`config.mk`:
```
export PLATFORM = sky130hd
export DESIGN_NAME = dmux4way16_router
export DESIGN_NICKNAME = d
export VERILOG_FILES = /design/src/rtl/hack_pkg.sv /design/src/rtl/dmux_slot.sv /design/src/rtl/dmux4way16_router.sv
export SDC_FILE = /design/constraint.sdc
export NUM_CORES = 1
export LEC_CHECK = 0
export CAP_MARGIN = 30
export CORE_MARGIN = 2
export CORE_UTILIZATION = 40
export DETAILED_ROUTE_END_ITERATION = 12
export GPL_ROUTABILITY_DRIVEN = 0
export HOLD_SLACK_MARGIN = 0.02
export PLACE_DENSITY = 0.73
export SKIP_CTS_REPAIR_TIMING = 1
export SLEW_MARGIN = 15
export SYNTH_ARGS = -nofsm -noshare
export SYNTH_HDL_FRONTEND = slang
export SYNTH_SLANG_ARGS = --single-unit
```
`constraint.sdc`:
```
create_clock -name clk -period 1.3 [get_ports clk]
set_input_delay 0.195 -clock clk [delete_from_list [all_inputs] [get_ports clk]]
set_output_delay 0.195 -clock clk [all_outputs]
set_load 0.1 [all_outputs]
```
`src/rtl/hack_pkg.sv`:
```
// Shared constants for the 4-way 16-bit routing path: select encodings,
// default word width and the per-slot occupancy state type.
package hack_pkg;

  localparam logic [1:0] SEL_A = 2'd0;
  localparam logic [1:0] SEL_B = 2'd1;
  localparam logic [1:0] SEL_C = 2'd2;
  localparam logic [1:0] SEL_D = 2'd3;

  localparam int unsigned HACK_WORD_W = 16;

  typedef enum logic {
    SLOT_EMPTY = 1'b0,
    SLOT_FULL  = 1'b1
  } slot_state_t;

endpackage

```
`src/rtl/dmux_slot.sv`:
```
// dmux_slot: one-entry valid/ready output register with load and drain.
// Optional macro DMUX_STATS_EN adds a wrapping transfer counter (cnt).
module dmux_slot
  import hack_pkg::*;
#(
  parameter int unsigned WIDTH = HACK_WORD_W
`ifdef DMUX_STATS_EN
  , parameter int unsigned CNT_WIDTH = 16
`endif
) (
  input  logic             clk,
  input  logic             rst_n,
  input  logic             load,
  input  logic [WIDTH-1:0] din,
  input  logic             ready,
  output logic             valid,
  output logic [WIDTH-1:0] dout
`ifdef DMUX_STATS_EN
  , output logic [CNT_WIDTH-1:0] cnt
`endif
);

  slot_state_t      state_q, state_d;
  logic [WIDTH-1:0] data_q, data_d;
  logic             fire_out;

`ifdef DMUX_STATS_EN
  logic [CNT_WIDTH-1:0] cnt_q, cnt_d;
`endif

  assign valid    = (state_q == SLOT_FULL);
  assign dout     = data_q;
  assign fire_out = valid & ready;

  // Next-state: a load always wins (covers refill-while-draining), else a drain empties.
  always_comb begin
    state_d = state_q;
    data_d  = data_q;
    if (load) begin
      state_d = SLOT_FULL;
      data_d  = din;
    end else if (fire_out) begin
      state_d = SLOT_EMPTY;
    end
  end

`ifdef DMUX_STATS_EN
  // Counter advances once per consumer handshake and wraps naturally.
  always_comb begin
    cnt_d = cnt_q + CNT_WIDTH'(fire_out);
  end

  // Counter register, cleared by synchronous reset.
  always_ff @(posedge clk) begin
    if (!rst_n) begin
      cnt_q <= '0;
    end else begin
      cnt_q <= cnt_d;
    end
  end

  assign cnt = cnt_q;
`endif

  // Slot occupancy and held word; reset discards any held word.
  always_ff @(posedge clk) begin
    if (!rst_n) begin
      state_q <= SLOT_EMPTY;
      data_q  <= '0;
    end else begin
      state_q <= state_d;
      data_q  <= data_d;
    end
  end

endmodule

```
`src/rtl/dmux4way16_router.sv`:
```
// dmux4way16_router: registered 1-to-4 demux of WIDTH-bit words with
// valid/ready on the input and an independent one-entry slot per channel.
// Optional macro DMUX_STATS_EN exposes per-channel transfer counters cnt_a..d.
module dmux4way16_router
  import hack_pkg::*;
#(
  parameter int unsigned WIDTH = HACK_WORD_W
`ifdef DMUX_STATS_EN
  , parameter int unsigned CNT_WIDTH = 16
`endif
) (
  input  logic             clk,
  input  logic             rst_n,
  input  logic             in_valid,
  output logic             in_ready,
  input  logic [WIDTH-1:0] in_data,
  input  logic [1:0]       in_sel,
  output logic [3:0]       out_valid,
  input  logic [3:0]       out_ready,
  output logic [WIDTH-1:0] out_a,
  output logic [WIDTH-1:0] out_b,
  output logic [WIDTH-1:0] out_c,
  output logic [WIDTH-1:0] out_d
`ifdef DMUX_STATS_EN
  , output logic [CNT_WIDTH-1:0] cnt_a,
  output logic [CNT_WIDTH-1:0] cnt_b,
  output logic [CNT_WIDTH-1:0] cnt_c,
  output logic [CNT_WIDTH-1:0] cnt_d
`endif
);

  logic             fire_in;
  logic [3:0]       load;
  logic [WIDTH-1:0] slot_data [4];

`ifdef DMUX_STATS_EN
  logic [CNT_WIDTH-1:0] slot_cnt [4];
`endif

  // Selected slot can take a word if empty or draining this cycle; independent of reset.
  assign in_ready = ~out_valid[in_sel] | out_ready[in_sel];
  assign fire_in  = in_valid & in_ready;

  // One-hot load decode of the destination select.
  always_comb begin
    load = '0;
    case (in_sel)
      SEL_A:   load[0] = fire_in;
      SEL_B:   load[1] = fire_in;
      SEL_C:   load[2] = fire_in;
      SEL_D:   load[3] = fire_in;
      default: load    = '0;
    endcase
  end

  for (genvar i = 0; i < 4; i++) begin : g_slot
    dmux_slot #(
      .WIDTH     (WIDTH)
`ifdef DMUX_STATS_EN
      , .CNT_WIDTH (CNT_WIDTH)
`endif
    ) u_slot (
      .clk   (clk),
      .rst_n (rst_n),
      .load  (load[i]),
      .din   (in_data),
      .ready (out_ready[i]),
      .valid (out_valid[i]),
      .dout  (slot_data[i])
`ifdef DMUX_STATS_EN
      , .cnt (slot_cnt[i])
`endif
    );
  end

  assign out_a = slot_data[0];
  assign out_b = slot_data[1];
  assign out_c = slot_data[2];
  assign out_d = slot_data[3];

`ifdef DMUX_STATS_EN
  assign cnt_a = slot_cnt[0];
  assign cnt_b = slot_cnt[1];
  assign cnt_c = slot_cnt[2];
  assign cnt_d = slot_cnt[3];
`endif

endmodule

```
; ---- Yosys cells after proc, flatten, opt, wreduce, memory -nomap -nowiden
; Cells that the tools add are included.
[totals]
register_bits = 68
in_bits = 25
out_inout_bits = 69
word_cells = 40
[classes]
eq_ne = 3
reduce_logical = 5
n_bitwise = 7
magnitude_cmp = 1
n_mux = 16
[op_table]
columns = op, count
row1 = $mux 1, 14
row2 = $reduce_bool 2->1, 4
row3 = $and 1x1->1, 5
row4 = $bmux 1 s2, 2
row5 = $eq 2x2->1 const B, 2
row6 = $lt 2x3->1 const B, 1
row7 = $eq 2x1->1 const B, 1
row8 = $logic_not 2->1, 1
row9 = $not 1->1, 1
row10 = $or 1x1->1, 1

; ---- Depth between registers and ports, before layout
[logic_depth]
word_depth = 7
depth_mapped = 5
mapped_depth_nobuf = 3

; ---- Cells and area by module
; A second synthesis with hierarchy kept.
[unflattened]
cells_unflattened = 225
area_unflattened_um2 = 2698.8
[modules_own_cells]
columns = module, cells_each, n_inst, area_per_inst_um2, seq_area_each_um2
row1 = dmux_slot, 54, 4, 649.4, 340.3
row2 = dmux4way16_router, 9, 1, 101.3, 0.0

; ---- Least setup slack after synthesis
; OpenSTA, ideal clock, no wires.
[synth_timing]
path_type = register to output
startpoint = register g_slot[2].u_slot.state_q
endpoint = output port in_ready
required_time_ns = 1.105
path_stages_with_launch = 3
arrival_time_ns = 1.322
setup_slack_ns = -0.217
path_buffers = 0
cell_sequence = dfxtp_1 -> nand2b_1 -> mux4_1
[synth_between]
elab_chain_cells = 4
[synth_rtl]
columns = element, line
row1 = "start, declared", dmux_slot.sv:23  ; slot_state_t state_q, state_d;
row2 = "start signal, assigned", dmux_slot.sv:71  ; state_q <= state_d;
row3 = $bmux 1 s2, dmux4way16_router.sv:41  ; assign in_ready = ~out_valid[in_sel] | out_ready[in_sel];
row4 = $mux 1 (not written as such), dmux4way16_router.sv:41
row5 = $not 1->1, dmux4way16_router.sv:41
row6 = $or 1x1->1, dmux4way16_router.sv:41
row7 = "end, declared", dmux4way16_router.sv:15  ; output logic in_ready,
; Every way passes these cells. The select of a mux whose other input is x is not followed.

; ---- Worst setup path after layout
[layout_timing]
startpoint = input port out_ready[0]
endpoint = output port in_ready
[layout_between]
elab_chain_cells = 3
[layout_rtl]
columns = element, line
row1 = "start, declared", dmux4way16_router.sv:19  ; input logic [3:0] out_ready,
row2 = $bmux 1 s2, dmux4way16_router.sv:41
row3 = $mux 1 (not written as such), dmux4way16_router.sv:41
row4 = $or 1x1->1, dmux4way16_router.sv:41
; Every way passes these cells. The select of a mux whose other input is x is not followed.

==> summary.md <==
Entering global routing, the biggest net connects 40 pins. The area inside the core boundary is 6350 um2, and the total routing usage reported by global routing is 0.179. The synthesized-area fraction occupied by xor and xnor cells is 0. The checks that failed: setup timing. The leakage power is 1.87 nW.

The total count of max-transition violations in the final report is 0. The initial cell density of the core is 0.413, and the share of synthesized cell area in and, or, nand and nor gates is 0.146. Traced cell by cell, the critical path runs through clkdlybuf4s50_1 -> nand2b_1 -> mux4_2 -> buf_12. The share of the clock period used by the worst path after layout is 1.24.

The clock latency on the worst-skew pair was 0.33 ns; the number of standard-cell rows in the floorplan was 29. STA classifies the critical path startpoint as an input pin. The tools report the setup TNS as -0.307 ns.

Setup repair after global routing could not meet its margin everywhere. The fraction of synthesized area in multiplexers works out to 0.254. The number of max-cap violations came out at 0. The critical path in this run is classified as input pin to primary output. On the critical path the largest part of the delay comes from buffers and inverters. Each instance of the synthesized netlist takes up on average 10.4 um2. The beginning of the critical path is out_ready[0]. Main combinational cell family by area after synthesis: multiplexers. After technology mapping, the gate count stands at 251.

The first global-routing pass estimated 10.2 mm of wire. The tools report the origin of the critical flop-to-flop path as g_slot[0].u_slot.valid. The detailed router put a total of 2.65 mm of wire on met1. The tools report the headroom to the max-slew limit as 0.860. In the routed design, unresolved DRC markers number 0.

The cell area that synthesis handed to floorplanning was 2620 um2. Port buffering added 93 buffers. The logs give 244 um for the met3 wire length and 3.24 mm for the length of routed met2 wiring.

Count of different cell masters after synthesis: 19. Between clock sinks in the finished design, the worst skew comes to 0.00630 ns. The number of global-route vias before repair is 2,092. The die outline area is 7220 um2.

The worst register-to-register path has a depth of 5. The final layout contains routed wiring with a total length of 6.24 mm. The slack of the critical path came out at -0.307 ns.

The die is 85.0 um wide. The tools report the arrival time at the worst endpoint as 1.41 ns. Buffers inserted during clock tree synthesis total 9. The largest fanout on the critical path is 2, and the routed wirelength normalized by instance count is 14.3 um. VDD sags by at most 0.849 mV.

STA classifies the critical path endpoint as a primary output. The final hold violation count is 0, and the number of H-tree branching levels is 3. 0 antenna diodes ended up in the layout.

The run gives 4.63 mm as the detailed placer's ending HPWL. On the critical path, the stage with the largest delay is an instance of mux4_2. For the net count after synthesis, the log shows 276. The root buffer cell chosen for the clock tree is clkbuf_8.

The run gives 1.11 ns as the required time of the critical path. TritonCTS built the clock tree. The multi-input combinational cells in the finished layout cover a total of 1100 um2.

Number of design-rule violations left by the first detailed-router iteration: 37. The run finished, with violations left. The top achievable clock speed was 622 MHz. In this run the worst hold path is classified as input pin to flop. For the pin with the worst max-slew slack, the measured transition is 0.209 ns. After synthesis the netlist holds a flip-flop and latch count of 68. The post-detailed-route via-to-cell ratio came out at 4.68. Compound-cell area share of the yosys netlist: 0.0115. Counting every sink on the clock net gives 68. The area taken by flip-flops and latches was 1370 um2; the minimum hold slack was 0.211 ns. In this run the most critical hold path is launched from rst_n. The tools report the number of setup violations in the final report as 1.

The first detailed-routing pass took 4 iterations. The number of antenna violations at the first check in global routing is 0, and the final critical delay including setup and external delays is 1.61 ns. 94 I/O pins were placed. Counting both buffers and inverters, the worst setup path holds a total of 2. From synthesis to final layout, the design area changed by 74.9%. In this run the number of cells on the critical path is 4.

Counting the fill cells in the layout gives 434. The uppermost metal layer occupied by signal nets was met4. After the last flow step, the layout net total stands at 378. The share of the core filled with cells in the final layout was 0.722; the delay of the slowest cell on the worst path was 0.49 ns.

The fraction of the mapped netlist area in adder cells is 0, and the number of nets with antenna violations after routing is 0. The share of synthesized area occupied by flip-flops and latches is 0.519, and the number of cells traversed by the worst hold path is 3. The total power density per cell area is 1160 nW/um2, and the total of warnings raised by yosys is 0.

The fraction of final layout cells with drive strength greater than 1 is 0.318, and the clock transition time at the flip-flop clock pins of the worst setup and hold paths is 0.07 ns. The aggregate global routing overflow is 0, and the buffer depth of the longest clock path is 2. From bottom edge to top edge, the die measures 85.0 um.

For the via count, the log shows 2,037.
[registers in the layout (all words and copies together) (netlist names)]
signal,count
g_slot.u_slot.dout,64
g_slot.u_slot.valid,4
[logic make-up (layout without fill, tap and decap cells)]
kind of cell	after synthesis	count (layout)
AO/OA/AOI/OAI	4	4
buffers and inverters	21	128
flip-flops	68	68
multiplexers	65	65
AND/OR/NAND/NOR	93	93
[worst register-to-register path, stage by stage (launching register included)]
cell and delay [ns]:
dfxtp_2 0.33, nand2b_1 0.07, buf_4 0.14, nand3b_1 0.10
buf_4 0.23, mux2i_1 0.25
[cells in the mapped netlist]
library cell	number	area, um2
mux4_1	1	26.3
buf_4	6	45.0
mux2i_1	64	641
buf_2	3	15.0
buf_6	2	22.5
nor3_1	1	5.00
nor2b_2	1	8.76
nand2b_1	4	25.0
buf_12	3	60.1
o21a_1	1	7.51
nor2b_1	2	12.5
nand3_1	1	5.00
nand3b_1	1	7.51
dfxtp_1	68	1360
buf_8	1	15.0
a21boi_0	3	22.5
clkbuf_1	6	22.5
nand2_1	82	308
and3_4	1	11.3
[per-layer routing]
layer | up-vias | track usage
met4 | 0 | 0.0779
met1 | 953 | 0.218
met2 | 53 | 0.304
met5 | - | 0
li1 | 1022 | -
met3 | 9 | 0.0389
[final cells by class]
| type | count | share of cell area |
|---|---|---|
| Tap cell | 77 | 0.0210 |
| Clock inverter | 4 | 0.0158 |
| Sequential cell | 68 | 0.298 |
| Timing Repair Buffer | 112 | 0.394 |
| Clock buffer | 12 | 0.0317 |
| Multi-Input combinational cell | 162 | 0.240 |
[placed cells by master (no fill, tap or decap), drive strengths merged]
| cell type | count |
|---|---|
| nand3 | 1 |
| o21a | 1 |
| clkbuf | 12 |
| nand2b | 4 |
| clkinvlp | 1 |
| clkinv | 1 |
| nor3 | 1 |
| and3 | 1 |
| mux4 | 1 |
| buf | 89 |
| a21boi | 3 |
| dfxtp | 68 |
| dlymetal6s2s | 2 |
| nand2 | 82 |
| bufinv | 2 |
| nand3b | 1 |
| mux2i | 64 |
| nor2b | 3 |
| clkdlybuf4s50 | 21 |
[stage by stage]
stage	cell area [um2]	setup WS [ns]	std cells	total power, mW
finish	4580	-0.307	435	5.33
detailed placement	4330	-0.364	418	3.47
floorplan	2620	-0.00440	251	3.00
CTS	4550	-0.364	434	5.37
global route	4580	-0.340	435	5.50
global placement	4330	-0.340	418	3.46
[worst paths after layout]
path                                   end  slack, ns
setup / recovery                  in_ready      -0.31
hold / removal    g_slot[2].u_slot.dout[9]       0.21
setup reg to reg  g_slot[0].u_slot.dout[7]       0.11
hold reg to reg   g_slot[1].u_slot.dout[6]       0.49
[power by group]
group	switching [mW]	internal, mW
combinational	0.737	0.454
sequential	0.0772	2.16
clock	0.777	1.13
Note: power is estimated with default switching activity, not from simulation.
